==> src/rtl/manual_drive_ctrl.sv <==
// Manual-drive sequencer: pedals/gear/steering -> drive FSM, registered chassis
// commands, blinking indicators, power-off request pulse and mileage counter.
module manual_drive_ctrl #(
  parameter int BLINK_DIV = 25_000_000,
  parameter int MILE_DIV  = 50_000_000,
  parameter int MILE_W    = 16
) (
  input  logic              clk,
  input  logic              rst,
  input  logic              enable,
  input  logic              reverse,
  input  logic              brake,
  input  logic              clutch,
  input  logic              throttle,
  input  logic              left,
  input  logic              right,
  output logic [1:0]        state,
  output logic              power_off,
  output logic              brake_out,
  output logic              move_forward,
  output logic              move_backward,
  output logic              turn_left,
  output logic              turn_right,
  output logic              left_led,
  output logic              right_led,
  output logic [MILE_W-1:0] mileage
);
  localparam int BW = (BLINK_DIV > 1) ? $clog2(BLINK_DIV) : 1;
  localparam int MW = (MILE_DIV > 1) ? $clog2(MILE_DIV) : 1;

  typedef enum logic [1:0] {
    NOT_STARTING = 2'b00,
    STARTING     = 2'b01,
    MOVING       = 2'b10
  } st_t;

  st_t           st_q, st_d;
  logic          pwr_d, rev_q, rev_chg;
  logic [BW-1:0] blink_cnt;
  logic          phase, phase_d, blink_wrap;
  logic [MW-1:0] mile_cnt;
  logic          mile_hit;
  logic          mf_d, mb_d, tl_d, tr_d, ll_d, rl_d, bo_d;

  assign state   = st_q;
  assign rev_chg = reverse ^ rev_q;

  always_ff @(posedge clk or posedge rst) begin
    if (rst) st_q <= NOT_STARTING;
    else     st_q <= st_d;
  end

  // priority inside each state: power-off, then brake, then pedals
  always_comb begin
    st_d  = st_q;
    pwr_d = 1'b0;
    if (!enable) begin
      st_d = NOT_STARTING;
    end else begin
      case (st_q)
        NOT_STARTING: begin
          if (throttle && !clutch)               pwr_d = 1'b1;
          else if (throttle && clutch && !brake) st_d  = STARTING;
        end
        STARTING: begin
          if (brake)                     st_d = NOT_STARTING;
          else if (throttle && !clutch)  st_d = MOVING;
        end
        MOVING: begin
          if (rev_chg && !clutch) begin
            pwr_d = 1'b1;
            st_d  = NOT_STARTING;
          end else if (brake)            st_d = NOT_STARTING;
          else if (!throttle || clutch)  st_d = STARTING;
        end
        default: st_d = NOT_STARTING;
      endcase
    end
  end

  assign blink_wrap = (blink_cnt == BW'(BLINK_DIV - 1));
  assign phase_d    = enable & (phase ^ blink_wrap);
  assign mile_hit   = (mile_cnt == MW'(MILE_DIV - 1));

  // commands decode the next state so they move on the same edge as state
  always_comb begin
    mf_d = enable && (st_d == MOVING) && !reverse;
    mb_d = enable && (st_d == MOVING) &&  reverse;
    tl_d = enable && left  && !right && (st_d != NOT_STARTING);
    tr_d = enable && right && !left  && (st_d != NOT_STARTING);
    ll_d = enable && left  && phase_d;
    rl_d = enable && right && phase_d;
    bo_d = enable && brake;
  end

  always_ff @(posedge clk or posedge rst) begin
    if (rst) begin
      rev_q         <= 1'b0;
      power_off     <= 1'b0;
      brake_out     <= 1'b0;
      move_forward  <= 1'b0;
      move_backward <= 1'b0;
      turn_left     <= 1'b0;
      turn_right    <= 1'b0;
      left_led      <= 1'b0;
      right_led     <= 1'b0;
      blink_cnt     <= '0;
      phase         <= 1'b0;
    end else begin
      rev_q         <= reverse;
      power_off     <= pwr_d;
      brake_out     <= bo_d;
      move_forward  <= mf_d;
      move_backward <= mb_d;
      turn_left     <= tl_d;
      turn_right    <= tr_d;
      left_led      <= ll_d;
      right_led     <= rl_d;
      phase         <= phase_d;
      if (!enable || blink_wrap) blink_cnt <= '0;
      else                       blink_cnt <= blink_cnt + BW'(1);
    end
  end

  // distance only accrues while actually moving; STARTING pauses the divider
  always_ff @(posedge clk or posedge rst) begin
    if (rst) begin
      mile_cnt <= '0;
      mileage  <= '0;
    end else if (enable && st_q == MOVING) begin
      if (mile_hit) begin
        mile_cnt <= '0;
        mileage  <= mileage + MILE_W'(1);
      end else begin
        mile_cnt <= mile_cnt + MW'(1);
      end
    end else if (!(enable && st_q == STARTING)) begin
      mile_cnt <= '0;
    end
  end
endmodule

==> config.mk <==
export PLATFORM = sky130hd
export DESIGN_NAME = manual_drive_ctrl
export DESIGN_NICKNAME = d
export VERILOG_FILES = /design/src/rtl/manual_drive_ctrl.sv
export SDC_FILE = /design/constraint.sdc
export NUM_CORES = 1
export LEC_CHECK = 0
export ABC_CLOCK_PERIOD_IN_PS = 2740
export BUFFER_PORTS_ARGS = -buffer_cell sky130_fd_sc_hd__buf_4
export CAP_MARGIN = 20
export CORE_UTILIZATION = 35
export CTS_CLUSTER_SIZE = 14
export DETAILED_ROUTE_END_ITERATION = 7
export PLACE_DENSITY = 0.62
export SETUP_SLACK_MARGIN = 0.02
export SYNTH_ARGS = -nofsm -noshare
export SYNTH_HDL_FRONTEND = slang
export SYNTH_SLANG_ARGS = --single-unit
export TNS_END_PERCENT = 20
==> constraint.sdc <==
create_clock -name clk -period 2.74 [get_ports clk]
set_input_delay 0.274 -clock clk [delete_from_list [all_inputs] [get_ports clk]]
set_output_delay 0.274 -clock clk [all_outputs]
set_load 0.01 [all_outputs]
==> results.md <==
* Worst slew pin tran at 584.3 ps
* Xor/xnor share of the synthesized area at 0.1342
* Overall Power at 2.151 mW
* Worst Setup End Kind: flop
* Crit path max fanout at 11
* Detail Route Antenna Nets at 0
* Most frequent cell after synthesis: dfrtp_1
* Synth Flop Type: dfrtp_1
* Crit path kind: reg -> reg
* Gpl congestion at 0.7535
* Count of state elements after synthesis at 79
* Failing checks: hold timing
* Setup TNS at 0 ps
* Num CTS Buffers at 9
* Post-synthesis cell area at 3851 sq um
* Area after DPL at 4248 sq um
* Final worst path period share at 0.7458
* Final worst slack at 696.4 ps
* Final Hold Vio Count at 4
* Clock Skew at 11.97 ps
* CTS resizes at 0
* Skew-Pair Late Insertion Delay at 360 ps
* Routed vias/inst at 5.039
* RSZ-0062 raised after global routing: false
* Max-cap violations at 0
* Ant. Diodes at 0
* Fin util at 0.4236
* Seq/Total Area, Yosys at 0.5133
* Initial antenna violation count at 0
* Die Y-Extent at 106.9 microns
* Worst slack, placed at 736.8 ps
* Worst hold path type: in -> async
* Top cells by count, synth: 79 x dfrtp_1, 62 x nor2_1, 30 x nand2_1, 30 x xnor2_1, 29 x xor2_1
* Syn_nets at 393
* Fraction of the mapped netlist area in simple logic gates at 0.2745
* CTS Hold Bufs at 0
* GRT Total Usage at 0.1447
* DR DRC count at 0
* Core Box Area at 10510 sq um
* Vias in the first global route at 2749
* First-pass DRT Iterations at 4
* Largest cells by area after synthesis: dfrtp_1 51%, xnor2_1 6.8%, xor2_1 6.6%
* Register Area at 1977 sq um
* Library cells used by synthesis at 42
* Worst EP required at 2980 ps
* Mux share of post-synthesis cell area at 0.005523
* Maximum clock insertion buffer count at 2
* Synth area leader: dfrtp_1
* Max_slew headroom at 0.6075
* Status: complete, but fails checks
* Htree depth at 3
* Final std cell area, no fill at 4452 sq um
* Largest net degree at the start of global routing at 80
* Post-synthesis compound-gate area fraction at 0.03541
* CP top delay family: simple AND/OR/NAND/NOR gates
* Synth top area share at 0.5133
* Area grow syn2layout at 15.59%
* Async SR Flop Fraction at 1.000
* Clk root buf: clkbuf_8
* Input/output buffers at 34
* Synth Area per Inst at 10.11 sq um
* Synth Instances at 381
* WHS at -4.113 ps
* CP max-delay cell: nor4_4
* Slew Limit Fails at 0
* Io pins at 35
* Setup crit start kind: flop
* Hpwl dp at 5199 microns
* Largest family of logic cells by synthesized area: simple AND/OR/NAND/NOR gates
* Buf+Inv Stages, Crit Path at 0
* Ratio of cells with drive above 1 in the final layout at 0.1557
* # Post-CTS Setup Buffers at 0
* Worst IR Drop VDD at 0.2592 mV
* P_leak at 1.971 nW
* Initial DRC count at 218
* Vias at 2822
* Routed len/inst at 13.48 microns
* Placed cell count at 544
* Initial core utilization at 0.3665
* Sinks on Clock Net at 79
* Number of setup violations in the final report at 0
* Congestion Overflow GR at 0
* Die width at 106.9 microns
* Area share of fa/ha/maj cells after synthesis at 0.009747
* Global-route wire length before repair at 13050 microns
* FMAX at 0.4893 GHz
* CTS tree: yes
* Synthesis warning total at 0
* R2r setup slk at 700 ps
* Non-Filler Instances at 560
* Reg clk slew, reported paths at 90 ps
* Placement row count at 37
* Cell breakdown of the critical path: and3b_1, nor4_4, nand3_1, xnor2_1, nor2b_1
* CP peak stage delay at 580 ps
* Min cycle time layout at 2044 ps
* Area occupied by multi-input gates at 1769 sq um
* Fill cell count at 990
* Fin nets at 431
* DRT Wirelength at 7547 microns
* Post-synth EDFFs at 0
* Die area at 11430 sq um
* Pwr/cell area at 483.2 nW/um^2
* WP data arrival at 2290 ps
per-layer routing:
layer / vias to the layer above / part of all wire / global-route usage
met5: - / 0 / 0
met4: 0 / 0.013 / 0.04403
met3: 8 / 0.033 / 0.04316
met2: 40 / 0.47 / 0.2309
met1: 1393 / 0.48 / 0.1888
li1: 1381 / - / -
logic make-up (layout without fill, tap and decap cells):
logic type,after synthesis,after routing
XOR/XNOR,59,59
flip-flops,79,79
AO/OA/AOI/OAI,20,20
AND/OR/NAND/NOR,199,199
buffers and inverters,19,62
adder cells (fa/ha/maj),3,3
multiplexers,2,2
worst paths after layout:
| path | depth (start not counted) | end | from |
|---|---|---|---|
| worst max-delay path | 5 | mile_cnt[23] | state[1] |
| worst min-delay path | 3 | blink_cnt[8] | rst |
| worst max register to register | 5 | mile_cnt[23] | state[1] |
| worst min register to register | 1 | mileage[15] | mileage[15] |
| max in group asynchronous | 3 | mileage[14] | rst |
| min in group clk | 1 | rev_q | reverse |
cells in the final DEF, fill, tap and decap left out, drive strengths merged, types with 2 or more instances in the layout:
| cell | netlist | final |
|---|---|---|
| or2 | 2 | 2 |
| a21o | 2 | 2 |
| nand2b | 2 | 2 |
| a22o | 3 | 3 |
| clkbuf | 3 | 9 |
| nor4 | 9 | 9 |
| nand3 | 24 | 24 |
| ha | 3 | 3 |
| nor3b | 4 | 4 |
| clkinv | 0 | 3 |
| nor2 | 63 | 63 |
| nor2b | 6 | 6 |
| and3 | 11 | 11 |
| nor3 | 9 | 9 |
| xnor2 | 30 | 30 |
| a21oi | 5 | 5 |
| buf | 9 | 39 |
| nand2 | 30 | 30 |
| o21ai | 5 | 5 |
| and4 | 6 | 6 |
| inv | 7 | 9 |
| dfrtp | 79 | 79 |
| xor2 | 29 | 29 |
| and2 | 7 | 7 |
| nand4 | 21 | 21 |
| nor4b | 4 | 4 |
where the power goes:
| part | switching, mW | internal (mW) |
|---|---|---|
| logic | 0.0516 | 0.0271 |
| clock network | 0.463 | 0.432 |
| registers | 0.00618 | 1.17 |
| total | 0.521 | 1.63 |
registers in the layout, summed over array words and instances, names as in the netlist:
signal,count
blink_cnt,25
brake_out,1
left_led,1
mile_cnt,26
mileage,16
move_backward,1
move_forward,1
phase,1
power_off,1
rev_q,1
right_led,1
state,2
turn_left,1
turn_right,1
final cells by class:
class                           instances  area share
Sequential cell                        79      0.4441
Multi-Input combinational cell        283      0.3974
Timing Repair Buffer                   39     0.06858
Tap cell                              136     0.03822
Clock buffer                            9     0.02782
Clock inverter                          7     0.01799
Inverter                                7    0.005902
tightest hold or removal path, delay by kind of cell:
family | cells | cell delay, ps
buffers and inverters | 3 | 520
Power figures use the tool's default switching activity.
